File: src/rtl/crc_pkg.sv
// Shared constants and FSM state encoding for the CRC frame controller.
package crc_pkg;

    localparam int          DATA_W    = 16;
    localparam logic [15:0] CRC_POLY  = 16'h1021;
    localparam logic [15:0] CRC_INIT  = 16'h0000;

    typedef enum logic [1:0] {
        ST_IDLE = 2'd0,
        ST_DATA = 2'd1,
        ST_CRC  = 2'd2,
        ST_DROP = 2'd3
    } crc_state_e;

endpackage

File: src/rtl/crc_frame_ctrl_if.sv
// Requester, downstream and status signals of crc_frame_ctrl; master is the controller side.
interface crc_frame_ctrl_if;
    import crc_pkg::*;

    logic              req0_valid;
    logic [DATA_W-1:0] req0_data;
    logic              req0_last;
    logic              req0_ready;
    logic              req1_valid;
    logic [DATA_W-1:0] req1_data;
    logic              req1_last;
    logic              req1_ready;
    logic              out_valid;
    logic [DATA_W-1:0] out_data;
    logic              out_last;
    logic              out_is_crc;
    logic              out_ready;
    logic [1:0]        grant;
    logic              err_trunc;

    modport master (
        input  req0_valid, req0_data, req0_last,
        input  req1_valid, req1_data, req1_last,
        input  out_ready,
        output req0_ready, req1_ready,
        output out_valid, out_data, out_last, out_is_crc,
        output grant, err_trunc
    );

    modport slave (
        output req0_valid, req0_data, req0_last,
        output req1_valid, req1_data, req1_last,
        output out_ready,
        input  req0_ready, req1_ready,
        input  out_valid, out_data, out_last, out_is_crc,
        input  grant, err_trunc
    );

endinterface

File: src/rtl/crc16_next.sv
// Combinational one-word CRC-16 (poly 0x1021, MSB-first) update: 16 serial steps unrolled.
module crc16_next
    import crc_pkg::*;
(
    input  logic [15:0] state,
    input  logic [15:0] data,
    output logic [15:0] next
);

    logic [15:0] c;
    logic        fb;

    always_comb begin
        c  = state;
        fb = 1'b0;
        for (int i = 15; i >= 0; i--) begin
            fb = c[15] ^ data[i];
            c  = {c[14:0], 1'b0} ^ (fb ? CRC_POLY : 16'h0000);
        end
        next = c;
    end

endmodule

File: src/rtl/crc_frame_ctrl.sv
// Frame-granular round-robin arbiter for two word streams; each frame is followed by its CRC-16 word.
// Optional macro CRC_MAXLEN_EN: frames are truncated after MAX_WORDS words and the remainder discarded.
module crc_frame_ctrl
    import crc_pkg::*;
#(
    parameter int MAX_WORDS = 256
) (
    input  logic             clk_in,
    input  logic             rst,
    crc_frame_ctrl_if.master bus
);

    localparam logic [1:0] IDLE = ST_IDLE;
    localparam logic [1:0] DATA = ST_DATA;
    localparam logic [1:0] CRC  = ST_CRC;
`ifdef CRC_MAXLEN_EN
    localparam logic [1:0] DROP = ST_DROP;
`endif

    if (MAX_WORDS < 1 || MAX_WORDS > 65536) begin : g_bad_max_words
        $error("crc_frame_ctrl: MAX_WORDS must be in 1..65536");
    end

    logic [1:0]  state_q;
    logic [1:0]  grant_q;
    logic        rr_q;
    logic [15:0] crc_q;
    logic [15:0] crc_nxt;
    logic        own_valid;
    logic        own_last;
    logic [15:0] own_data;
    logic        own_ready;
    logic        data_hs;
    logic        pick_req1;

`ifdef CRC_MAXLEN_EN
    logic [15:0] cnt_q;
    logic        drop_q;
    logic        err_q;
`endif

    always_comb begin
        own_valid = grant_q[1] ? bus.req1_valid : bus.req0_valid;
        own_last  = grant_q[1] ? bus.req1_last  : bus.req0_last;
        own_data  = grant_q[1] ? bus.req1_data  : bus.req0_data;
    end

    assign data_hs   = (state_q == DATA) && own_valid && bus.out_ready;
    // rr_q=1 favours req1; otherwise req0 wins whenever it is valid
    assign pick_req1 = rr_q ? bus.req1_valid : !bus.req0_valid;

    crc16_next u_crc16_next (
        .state (crc_q),
        .data  (own_data),
        .next  (crc_nxt)
    );

    always_comb begin
        bus.out_valid  = 1'b0;
        bus.out_data   = crc_q;
        bus.out_last   = 1'b0;
        bus.out_is_crc = 1'b0;
        own_ready      = 1'b0;
        case (state_q)
            DATA: begin
                bus.out_valid = own_valid;
                bus.out_data  = own_data;
                own_ready     = bus.out_ready;
            end
            CRC: begin
                bus.out_valid  = 1'b1;
                bus.out_last   = 1'b1;
                bus.out_is_crc = 1'b1;
            end
`ifdef CRC_MAXLEN_EN
            DROP: own_ready = 1'b1;
`endif
            default: ;
        endcase
        bus.req0_ready = grant_q[0] & own_ready;
        bus.req1_ready = grant_q[1] & own_ready;
    end

    assign bus.grant = grant_q;
`ifdef CRC_MAXLEN_EN
    assign bus.err_trunc = err_q;
`else
    assign bus.err_trunc = 1'b0;
`endif

    always_ff @(posedge clk_in) begin
        if (rst) begin
            state_q <= IDLE;
            grant_q <= 2'b00;
            rr_q    <= 1'b0;
            crc_q   <= CRC_INIT;
`ifdef CRC_MAXLEN_EN
            cnt_q   <= 16'd0;
            drop_q  <= 1'b0;
            err_q   <= 1'b0;
`endif
        end else begin
`ifdef CRC_MAXLEN_EN
            err_q <= 1'b0;
`endif
            case (state_q)
                IDLE: begin
                    if (bus.req0_valid || bus.req1_valid) begin
                        grant_q <= pick_req1 ? 2'b10 : 2'b01;
                        rr_q    <= !pick_req1;
                        state_q <= DATA;
`ifdef CRC_MAXLEN_EN
                        cnt_q   <= 16'd0;
`endif
                    end
                end
                DATA: begin
                    if (data_hs) begin
                        crc_q <= crc_nxt;
`ifdef CRC_MAXLEN_EN
                        cnt_q <= cnt_q + 16'd1;
                        // over-long frame: close it with a CRC now, swallow the rest afterwards
                        if (!own_last && cnt_q == 16'(MAX_WORDS - 1)) begin
                            state_q <= CRC;
                            drop_q  <= 1'b1;
                            err_q   <= 1'b1;
                        end
`endif
                        if (own_last) begin
                            state_q <= CRC;
                        end
                    end
                end
                CRC: begin
                    if (bus.out_ready) begin
                        crc_q <= CRC_INIT;
`ifdef CRC_MAXLEN_EN
                        if (drop_q) begin
                            state_q <= DROP;
                            drop_q  <= 1'b0;
                        end else begin
                            state_q <= IDLE;
                            grant_q <= 2'b00;
                        end
`else
                        state_q <= IDLE;
                        grant_q <= 2'b00;
`endif
                    end
                end
`ifdef CRC_MAXLEN_EN
                DROP: begin
                    if (own_valid && own_last) begin
                        state_q <= IDLE;
                        grant_q <= 2'b00;
                    end
                end
`endif
                default: begin
                    state_q <= IDLE;
                    grant_q <= 2'b00;
                end
            endcase
        end
    end

endmodule

File: src/flat_wrapper.sv
// flat-port wrapper written by rule: the top's interface ports become plain ports
module crc_frame_ctrl_flat import crc_pkg::*;
#(
    parameter int MAX_WORDS = 256
)
  (clk_in, rst, bus_req0_valid, bus_req0_data, bus_req0_last, bus_req1_valid, bus_req1_data, bus_req1_last, bus_out_ready, bus_req0_ready, bus_req1_ready, bus_out_valid, bus_out_data, bus_out_last, bus_out_is_crc, bus_grant, bus_err_trunc);
  crc_frame_ctrl_if bus_i ();
  input  logic clk_in;
  input  logic rst;
  input wire logic [$bits(bus_i.req0_valid)-1:0] bus_req0_valid;
  input wire logic [$bits(bus_i.req0_data)-1:0] bus_req0_data;
  input wire logic [$bits(bus_i.req0_last)-1:0] bus_req0_last;
  input wire logic [$bits(bus_i.req1_valid)-1:0] bus_req1_valid;
  input wire logic [$bits(bus_i.req1_data)-1:0] bus_req1_data;
  input wire logic [$bits(bus_i.req1_last)-1:0] bus_req1_last;
  input wire logic [$bits(bus_i.out_ready)-1:0] bus_out_ready;
  output wire logic [$bits(bus_i.req0_ready)-1:0] bus_req0_ready;
  output wire logic [$bits(bus_i.req1_ready)-1:0] bus_req1_ready;
  output wire logic [$bits(bus_i.out_valid)-1:0] bus_out_valid;
  output wire logic [$bits(bus_i.out_data)-1:0] bus_out_data;
  output wire logic [$bits(bus_i.out_last)-1:0] bus_out_last;
  output wire logic [$bits(bus_i.out_is_crc)-1:0] bus_out_is_crc;
  output wire logic [$bits(bus_i.grant)-1:0] bus_grant;
  output wire logic [$bits(bus_i.err_trunc)-1:0] bus_err_trunc;
  assign bus_i.req0_valid = bus_req0_valid;
  assign bus_i.req0_data = bus_req0_data;
  assign bus_i.req0_last = bus_req0_last;
  assign bus_i.req1_valid = bus_req1_valid;
  assign bus_i.req1_data = bus_req1_data;
  assign bus_i.req1_last = bus_req1_last;
  assign bus_i.out_ready = bus_out_ready;
  assign bus_req0_ready = bus_i.req0_ready;
  assign bus_req1_ready = bus_i.req1_ready;
  assign bus_out_valid = bus_i.out_valid;
  assign bus_out_data = bus_i.out_data;
  assign bus_out_last = bus_i.out_last;
  assign bus_out_is_crc = bus_i.out_is_crc;
  assign bus_grant = bus_i.grant;
  assign bus_err_trunc = bus_i.err_trunc;
  crc_frame_ctrl #(.MAX_WORDS(MAX_WORDS)) u_core (.clk_in(clk_in), .rst(rst), .bus(bus_i));
endmodule
File: config.mk
export PLATFORM = sky130hd
export DESIGN_NAME = crc_frame_ctrl_flat
export DESIGN_NICKNAME = d
export VERILOG_FILES = /design/src/rtl/crc_pkg.sv /design/src/rtl/crc_frame_ctrl_if.sv /design/src/rtl/crc16_next.sv /design/src/rtl/crc_frame_ctrl.sv /design/src/flat_wrapper.sv
export SDC_FILE = /design/constraint.sdc
export NUM_CORES = 1
export LEC_CHECK = 0
export BUFFER_PORTS_ARGS = -buffer_cell sky130_fd_sc_hd__buf_4
export CAP_MARGIN = 20
export CELL_PAD_IN_SITES_DETAIL_PLACEMENT = 1
export CELL_PAD_IN_SITES_GLOBAL_PLACEMENT = 2
export CORE_MARGIN = 3
export CORE_UTILIZATION = 33
export CTS_BUF_LIST = sky130_fd_sc_hd__clkbuf_8
export DETAILED_ROUTE_END_ITERATION = 10
export PLACE_DENSITY_LB_ADDON = 0.1
export SLEW_MARGIN = 25
export SYNTH_ARGS = -nofsm -noshare
export SYNTH_HDL_FRONTEND = slang
export SYNTH_SLANG_ARGS = --single-unit
File: constraint.sdc
create_clock -name clk_in -period 6.25 [get_ports clk_in]
set_clock_uncertainty 0.2 [all_clocks]
set_input_delay 0.3125 -clock clk_in [delete_from_list [all_inputs] [get_ports clk_in]]
set_output_delay 0.3125 -clock clk_in [all_outputs]
set_load 0.005 [all_outputs]
==> metrics.md, run 1 <==
| Metric | Value |
|---|---|
| Gpl congestion | `around 0.74` |
| Fraction of layout cells with a size suffix above 1 | `roughly 33%` |
| Cell taking the most area after synthesis | `dfxtp_1` |
| Hold EP | `u_core.state_q[1]` |
| Area contributors post-synth | `dfxtp_1, xnor2_1, xnor2_2, xnor2_4, mux2i_1` |
| Syn Area/Cell | `roughly 9.3 um^2` |
| Worst r2r src | `u_core.bus.grant[1]` |
| # Max-Cap Violations | `0` |
| FMAX | `~0.37 GHz` |
| Crit. End Element | `register` |
| Post-synth EDFFs | `0` |
| Main synth FF type | `dfxtp_1` |
| Sw power | `0.0007747 W` |
| Post-synthesis cell count | `approximately 210` |
| RR Endpoint | `u_core.crc_q[7]` |
| Crit path cell chain | `buf_4 -> mux2i_1 -> xnor2_2 -> xnor3_1 -> xnor2_2 -> xnor2_1 -> o21ai_1` |
| Library cells used by synthesis | `38` |
| Die Width | `about 83 um` |
| Core ar. | `between 5000 and 6000 um^2` |
| Post-route clock period utilization | `around 43%` |
| Worst-Margin Slew | `approximately 700 ps` |
| DRT antenna net count | `0` |
| Port Buf Inserts | `61` |
| RSZ-0062 raised after global routing | `false` |
| Routed WL | `roughly 4900 um` |
| Starting density of the core | `between 30 and 40%` |
| Pwr Density | `between 700 and 800 nW/um^2` |
| GRT Total Usage | `15.03%` |
| Hold Path Stages | `2` |
| Most Frequent Cell on Critical Path | `xnor2_2` |
| Setup repair bufs after CTS | `0` |
| Max transition margin | `between 50% and 60%` |
| Clock Sinks | `21` |
| TritonRoute pass-1 iters | `4` |
| H-tree depth | `1` |
| Synth Net Count | `between 200 and 300` |
| FF-to-FF path depth | `7` |
| CP max FO | `23` |
| Gr ovfl total | `0` |
| Wire length per cell | `14.62 um` |
| Yosys top cell area share | `a little over a fifth` |
| Critical path type | `reg2reg` |
| CP required | `between 6000 and 7000 ps` |
| Syn-to-layout area delta | `27.40%` |
| Sw Ratio | `between 40% and 50%` |
| Startpoint Class | `register` |
| Final setup vio count | `0` |
| Register area share after synthesis | `21.66%` |
| Status | `finished, final reports clean` |
| Final Util | `between 40% and 50%` |
| Synth Register Bits | `21` |
| Hold Path Class | `in2reg` |
| Fin crit period | `roughly 2700 ps` |
| DRC violations left | `0` |
| Die area | `between 6000 and 7000 um^2` |
| I/O Pins | `63` |
| Clk_lat worst skew | `between 200 and 300 ps` |
| Vias in the first global route | `roughly 1600` |
| Final net count | `308` |
| Register-to-register path setup slack | `about 3600 ps` |
| Worst EP arrival | `~2600 ps` |
| Final Total Pwr | `about 0.0017 W` |
| Max clock buf depth | `2` |
| Via density | `4.795` |
| Final hold vios | `0` |
| Cell row count | `27` |
| CP delay by family, top | `XOR/XNOR gates` |
| TritonCTS clock tree | `yes` |
| Setup tns final | `0 ps` |
| Hold_buf cts | `0` |
| Pint | `between 0.0009 and 0.001 W` |
| Pin count of the biggest net entering global routing | `38` |
| IR drop worst, VDD | `approximately 0.31 mV` |
| Leakage power | `1.057 nW` |
| Via count | `approximately 1600` |
| Synth warnings | `0` |
| Clk pwr share | `around 5.4%` |
| Worst hold start | `rst` |
| Initial DRC Count | `50` |
| CTS Buf Count | `3` |
| Max-slew violation count | `0` |
| Slowest stage delay, CP | `560 ps` |
| CTS resizes | `0` |
| Netlist Area Pre-Place | `about 1900 um^2` |
| Comb power frac | `around 80%` |
| Root Buffer | `clkbuf_8` |
| Slowest CP cell | `xnor3_1` |
| Die Ht | `between 80 and 90 um` |
| CP bufs+invs | `1` |
| First-pass GRT wire length | `about 7800 um` |
| Worst hold slack | `~130 ps` |
| Stages on worst setup path | `7` |
| Async set-or-reset flop fraction in the synthesized netlist | `0%` |
| ANT cells | `0` |
| Clk slew on worst S/H paths | `90 ps` |
| Hpwl dp | `about 3900 um` |
| Initial antenna violation count | `0` |
| Share of power burned in registers | `14.3%` |
## cell usage after synthesis, drive strengths merged, types with 4 or more instances
library cell and n:
o21ai 11, dfxtp 21, xnor2 35, nor2 24, clkbuf 5, mux2i 18
ha 4, xor2 8, a22oi 4, a21oi 24, xnor3 5, nand2 16
buf 7, inv 7
## metrics by stage
stage          instance area (um^2)  setup WS, ps  std cells
2_1_floorplan                  1941          3932        209
3_3_place_gp                   2424          3621        332
3_5_place_dp                   2424          3538        332
4_1_cts                        2472          3524        336
5_1_grt                        2472          3348        336
6_report                       2472          3568        336
## power by group through the flow
| stage | combinational (W) | clock [W] | sequential, W |
|---|---|---|---|
| finish | 0.00140 | 0.0000942 | 0.000250 |
| global route | 0.00155 | 0.000106 | 0.000259 |
| CTS | 0.00142 | 0.0000990 | 0.000251 |
| detailed placement | 0.00140 | 0 | 0.000253 |
| global placement | 0.00140 | 0 | 0.000252 |
| floorplan | 0.00108 | 0 | 0.000238 |
## logic make-up after synthesis
group,count (synthesis),synth area share [%]
buf+inv,19,5.481
xor+xnor,48,33.53
fa+ha+maj,4,2.579
mux,19,11.73
compound gates,46,13.61
simple gates,51,11.22
flops,21,21.66
other cells,1,0.1932
## area by class of cell
type	count	area [um^2]
Clock buffer	3	41.29
Tap cell	72	90.09
Multi-Input combinational cell	169	1414
Inverter	7	26.28
Fill cell	673	3136
Timing Repair Buffer	63	473.0
Clock inverter	1	7.507
Sequential cell	21	420.4
## placed cells by master, fill, tap and decap left out, types with 2 or more instances in the layout
cell and n:
buf_4 63, nor2_1 24, a21oi_1 24, xnor2_1 21, dfxtp_1 21, nand2_1 16, mux2i_1 13, xnor2_2 9
xor2_1 8, o21ai_1 8, inv_1 7, xnor3_1 5, xnor2_4 5, a22oi_1 4, ha_1 4, mux2i_2 3
nor2b_1 3, nand2b_1 3, clkbuf_8 3, mux2i_4 2, and3_1 2, o21ai_0 2
## registers in the layout, indices dropped and copies added (netlist names)
name,count
u_core.crc_q,16
u_core.rr_q,1
u_core.bus.grant,2
u_core.state_q,2
## metal layers
metal  global-route usage (%)  vias to the layer above  wire length (um)
met5                        0                        -                 0
met4                    2.451                        0                38
met3                    2.820                        4               278
met2                    25.56                       39              2269
met1                    20.07                      760              2325
li1                         -                      808                 -
## how the worst max path moves through the flow
| stage | start | slack [ps] | endpoint |
|---|---|---|---|
| 6_report | u_core.bus.grant[1] | 3570 | u_core.crc_q[7] |
| 5_1_grt | u_core.bus.grant[1] | 3350 | u_core.crc_q[5] |
| 3_5_place_dp | u_core.bus.grant[1] | 3540 | u_core.crc_q[7] |
| 4_1_cts | u_core.bus.grant[1] | 3520 | u_core.crc_q[7] |
| 3_3_place_gp | u_core.bus.grant[1] | 3620 | u_core.crc_q[8] |
| 2_1_floorplan | u_core.bus.grant[1] | 3930 | u_core.crc_q[10] |
Power figures use the tool's default switching activity.
==> run 2: changes to the inputs <==
--- a/config.mk
+++ b/config.mk
@@ -10,7 +10,7 @@
 export CELL_PAD_IN_SITES_DETAIL_PLACEMENT = 1
 export CELL_PAD_IN_SITES_GLOBAL_PLACEMENT = 2
 export CORE_MARGIN = 3
-export CORE_UTILIZATION = 33
+export CORE_UTILIZATION = 31
 export CTS_BUF_LIST = sky130_fd_sc_hd__clkbuf_8
 export DETAILED_ROUTE_END_ITERATION = 10
 export PLACE_DENSITY_LB_ADDON = 0.1
==> constraint.sdc (replaced) <==
create_clock -name clk_in -period 2.77 [get_ports clk_in]
set_clock_uncertainty 0.2 [all_clocks]
set_input_delay 0.1385 -clock clk_in [delete_from_list [all_inputs] [get_ports clk_in]]
set_output_delay 0.1385 -clock clk_in [all_outputs]
set_load 0.005 [all_outputs]
==> run 2 against run 1 <==
Register-to-register slack got worse by 3400 ps. Sequential cell count is the same. First-iteration DRC count is 70% lower. Critical path depth stayed put. Clock power increased by 120%. Via count rose by 0.31%. Core utilization fell by 1.8 points.
==> metrics.md, run 2 (synthesis gave the netlist of run 1 again) <==
| Metric | Value |
|---|---|
| Register area | `420.4 um^2` |
| Gr ovfl total | `0` |
| Final Total Pwr | `roughly 0.0039 W` |
| Multi-input logic area | `approximately 1400 um^2` |
| Core ar. | `5991 um^2` |
| CTS Buf Count | `3` |
| Most Frequent Cell on Critical Path | `xnor2_1` |
| Hold_buf cts | `2` |
| Most common cell after layout, fill and taps aside | `buf_4` |
| Max reg flops | `16` |
| Die Ht | `about 85 um` |
| Max-slew violation count | `0` |
| # Max-Cap Violations | `0` |
| Final Util | `a little over two fifths` |
| IR drop worst, VDD | `0.4674 mV` |
| Die area | `just over 7000 um^2` |
| Fill count | `728` |
| Leakage power | `around 1.1 nW` |
| Final setup vio count | `0` |
| DRC violations left | `0` |
| Pin count of the biggest net entering global routing | `18` |
| Startpoint Class | `register` |
| Setup tns final | `0 ps` |
| Worst EP arrival | `approximately 2500 ps` |
| First-pass GRT wire length | `a little over 8000 um` |
| Most frequent cells in the layout | `buf_4, nor2_1, a21oi_1, xnor2_1, dfxtp_1` |
| Starting density of the core | `32.39%` |
| Top reg by flops | `u_core.crc_q` |
| Die Width | `between 80 and 90 um` |
| Critical path type | `reg2reg` |
| Clk_lat worst skew | `260 ps` |
| Pwr Density | `roughly 1600 nW/um^2` |
| RSZ-0062 raised after global routing | `false` |
| GRT Total Usage | `between 10 and 15%` |
| Vias in the first global route | `1648` |
| Post-route clock period utilization | `a little over nine tenths` |
| Cell row count | `28` |
| Crit path cell chain | `buf_12 -> mux2i_1 -> xnor2_1 -> xnor3_1 -> xnor2_2 -> xnor2_1 -> o21ai_1` |
| CP required | `about 2700 ps` |
| Final net count | `around 310` |
| Fraction of layout cells with a size suffix above 1 | `between 30 and 40%` |
| Setup repair bufs after CTS | `0` |
| Wire length per cell | `between 10 and 15 um` |
| Status | `finished, final reports clean` |
| Clk slew on worst S/H paths | `around 80 ps` |
| CP max FO | `17` |
| Max clock buf depth | `2` |
| Routed WL | `4858 um` |
| CTS resizes | `0` |
| Fin crit period | `2596 ps` |
| FMAX | `0.3852 GHz` |
| Slowest CP cell | `xnor3_1` |
| DRT antenna net count | `0` |
| Hpwl dp | `4017 um` |
| Syn-to-layout area delta | `30.63%` |
| Slowest stage delay, CP | `510 ps` |
| Gpl congestion | `0.7433` |
| TritonRoute pass-1 iters | `3` |
| Clock Sinks | `21` |
| ANT cells | `0` |
| Port Buf Inserts | `61` |
| Root Buffer | `clkbuf_8` |
| Hold Path Class | `in2reg` |
| Via count | `approximately 1600` |
| Initial DRC Count | `15` |
| Final hold vios | `0` |
| I/O Pins | `between 60 and 70` |
| Crit. End Element | `register` |
| Via density | `around 4.7` |
| Initial antenna violation count | `0` |
| TritonCTS clock tree | `yes` |
| H-tree depth | `1` |
## run 2: layer usage
metal  track usage [%]  routed length [um]  vias to the layer above  part of all wire [%]
li1                  -                   -                      817                     -
met1             18.06                2178                      766                    45
met2             24.29                2430                       31                    50
met3             2.621                 217                        2                   4.5
met4             2.590                  31                        0                  0.64
met5                 0                   0                        -                     0
## run 2: cell type report
type | instances | share of cell area (%)
clock inverter | 1 | 0.1481
clock buffer | 3 | 1.629
inverter | 7 | 1.037
tap | 75 | 3.702
multi-input combinational | 169 | 55.78
sequential | 21 | 16.58
timing repair buffer | 69 | 21.13
## run 2: path summary, 6_finish.rpt
check                 startpoint             endpoint  slack [ps]  cells after the start
max          u_core.bus.grant[1]      u_core.crc_q[5]         170                      7
min reg2reg  u_core.bus.grant[0]  u_core.bus.grant[0]         280                      2
min               bus_req1_valid  u_core.bus.grant[0]          30                      4
max reg2reg  u_core.bus.grant[1]      u_core.crc_q[5]         170                      7
## run 2: worst max-delay path: cells and delay by family (launching register included)
kind	cells	cell delay (ps)
buffers and inverters	1	220
xor gates and xnor gates	4	1170
AOI/OAI and AO/OA	1	80
muxes	1	300
DFF	1	490
## run 2: where the power goes
part,internal (W),switching [W]
Combinational,0.00169,0.00148
Clock,0.0000990,0.000109
Sequential,0.000420,0.000145
## run 2: through the flow
stage	instances	hold slack, ps	area [um^2]	setup WS, ps
floorplan	209	7.566	1941	452.2
detailed placement	339	244.2	2470	210.8
global placement	339	240.4	2470	206.8
global route	345	31.54	2535	75.83
CTS	345	19.98	2535	174.1
finish	345	25.40	2535	174.0
==> run 3: changes to the inputs <==
--- a/config.mk
+++ b/config.mk
@@ -9,7 +9,6 @@
 export CAP_MARGIN = 20
 export CELL_PAD_IN_SITES_DETAIL_PLACEMENT = 1
 export CELL_PAD_IN_SITES_GLOBAL_PLACEMENT = 2
-export CORE_MARGIN = 3
 export CORE_UTILIZATION = 31
 export CTS_BUF_LIST = sky130_fd_sc_hd__clkbuf_8
 export DETAILED_ROUTE_END_ITERATION = 10
==> run 3 against run 2 <==
Critical endpoint unchanged. Highest routed layer unchanged. Count of clock-buffer cells in the layout stayed put. Combinational power hardly changed. Wire length fell by 3.2%. Register-to-register slack better by 20 ps. Sequential power about the same. Non-clock buffer count is the same. Final area down 0.30%. Power grew 0.15%. Core utilization shrank 0.13 points.
==> metrics.md, run 3 (synthesis gave the netlist of run 1 again) <==
| Metric | Value |
|---|---|
| Status | `finished, final reports clean` |
| Hold Path Class | `in2reg` |
| First-pass GRT wire length | `between 7000 and 8000 um` |
| Routed WL | `4701 um` |
| Top reg by flops | `u_core.crc_q` |
| Gr ovfl total | `0` |
| Starting density of the core | `32.39%` |
| DRC violations left | `0` |
| Slowest stage delay, CP | `~500 ps` |
| Setup repair bufs after CTS | `0` |
| Pwr Density | `about 1600 nW/um^2` |
| Die Ht | `approximately 81 um` |
| Critical path type | `reg2reg` |
| Worst r2r src | `u_core.bus.grant[1]` |
| I/O Pins | `63` |
| Multi-input logic area | `roughly 1400 um^2` |
| Final Util | `42.19%` |
| Final setup vio count | `0` |
| Worst EP arrival | `roughly 2500 ps` |
| Setup tns final | `0 ps` |
| Most Frequent Cell on Critical Path | `xnor2_1` |
| Post-route clock period utilization | `92.88%` |
| Final net count | `314` |
| Initial antenna violation count | `0` |
| Port Buf Inserts | `about 60` |
| Die area | `approximately 6600 um^2` |
| Vias in the first global route | `about 1500` |
| Max transition margin | `roughly 67%` |
| Fin crit period | `approximately 2600 ps` |
| Crit. End Element | `register` |
| Die Width | `81.12 um` |
| Cell Area, Placed | `roughly 2500 um^2` |
| TritonCTS clock tree | `yes` |
| Most frequent cells in the layout | `buf_4, nor2_1, a21oi_1, xnor2_1, dfxtp_1` |
| CTS Buf Count | `3` |
| Register area | `approximately 420 um^2` |
| Crit path cell chain | `buf_6 -> mux2i_1 -> xnor2_1 -> xnor3_1 -> xnor2_2 -> xnor2_1 -> o21ai_1` |
| # Max-Cap Violations | `0` |
| Via density | `between 4 and 5` |
| Initial DRC Count | `21` |
| Clock Sinks | `21` |
| ANT cells | `0` |
| RSZ-0062 raised after global routing | `false` |
| Root Buffer | `clkbuf_8` |
| H-tree depth | `1` |
| Final hold vios | `0` |
| Pin count of the biggest net entering global routing | `20` |
| Crit. Startpoint | `u_core.bus.grant[1]` |
| GRT Total Usage | `14.98%` |
| Max reg flops | `16` |
| Slowest CP cell | `xnor3_1` |
| Worst hold start | `bus_req1_valid` |
| Hpwl dp | `~3800 um` |
| Most common cell after layout, fill and taps aside | `buf_4` |
| Max clock buf depth | `2` |
| Leakage power | `roughly 1.1 nW` |
| Core ar. | `~6000 um^2` |
| Syn-to-layout area delta | `30.24%` |
| Via count | `between 1500 and 2000` |
| Cell row count | `28` |
| Placed Instances | `339` |
| Gpl congestion | `slightly below 0.8` |
| FMAX | `0.3887 GHz` |
| Fraction of layout cells with a size suffix above 1 | `about a third` |
| Startpoint Class | `register` |
| Clk_lat worst skew | `roughly 270 ps` |
| DRT antenna net count | `0` |
| Fill count | `between 700 and 800` |
| TritonRoute pass-1 iters | `3` |
| Post-route insts no fill | `345` |
| Max-slew violation count | `0` |
| Wire length per cell | `between 10 and 15 um` |
| IR drop worst, VDD | `about 0.58 mV` |
| Worst-Margin Slew | `just under 500 ps` |
| CP required | `roughly 2700 ps` |
| Post-Layout Inst Area | `2527 um^2` |
| CP max FO | `17` |
| Clk slew on worst S/H paths | `roughly 80 ps` |
[run 3: cell type report]
class / instances / share of cell area (%)
repair buffers: 69 / 20.84
multi-input cells: 169 / 55.94
well taps: 75 / 3.713
clock buffers: 3 / 1.634
clock inverters: 1 / 0.1980
flip-flops and latches: 21 / 16.63
inverters: 7 / 1.040
[run 3: power by group]
part	total (W)	switching [W]	internal (W)
clock	0.000210	0.000110	0.000100
combinational	0.00317	0.00149	0.00168
sequential	0.000564	0.000144	0.000420
[run 3: worst paths after layout]
kind	endpoint	slack (ps)	cells past startpoint
worst min register to register	u_core.bus.grant[0]	280	2
worst max-delay path	u_core.crc_q[5]	200	7
worst min-delay path	u_core.bus.grant[0]	30	4
worst max register to register	u_core.crc_q[5]	200	7
[run 3: worst max-delay path, delay by kind of cell, from the launching register on]
family | cells | cell delay (ps)
buffers and inverters | 1 | 260
multiplexers | 1 | 290
flip-flops | 1 | 460
AO/OA/AOI/OAI | 1 | 70
XOR/XNOR | 4 | 1160
[run 3: repair_timing]
item,CTS,global route
gates resized for setup,0,1
hold buffers,2,0
endpoints found under the hold margin,12,0
setup endpoints to repair,0,2
[run 3: per-stage QoR]
stage	total power, W	hold slack, ps	setup WS (ps)
floorplan	0.002982	7.566	452.2
global placement	0.003741	244.7	205.2
detailed placement	0.003784	238.6	132.7
CTS	0.004021	19.89	114.6
global route	0.004284	48.62	65.61
finish	0.003948	27.14	197.2
[run 3: per-layer routing]
metal | global-route usage [%] | up-vias | share of wire, %
met4 | 3.214 | 0 | 0.85
li1 | - | 819 | -
met1 | 18.77 | 746 | 46
met5 | 0 | - | 0
met2 | 26.81 | 32 | 49
met3 | 2.360 | 4 | 3.5
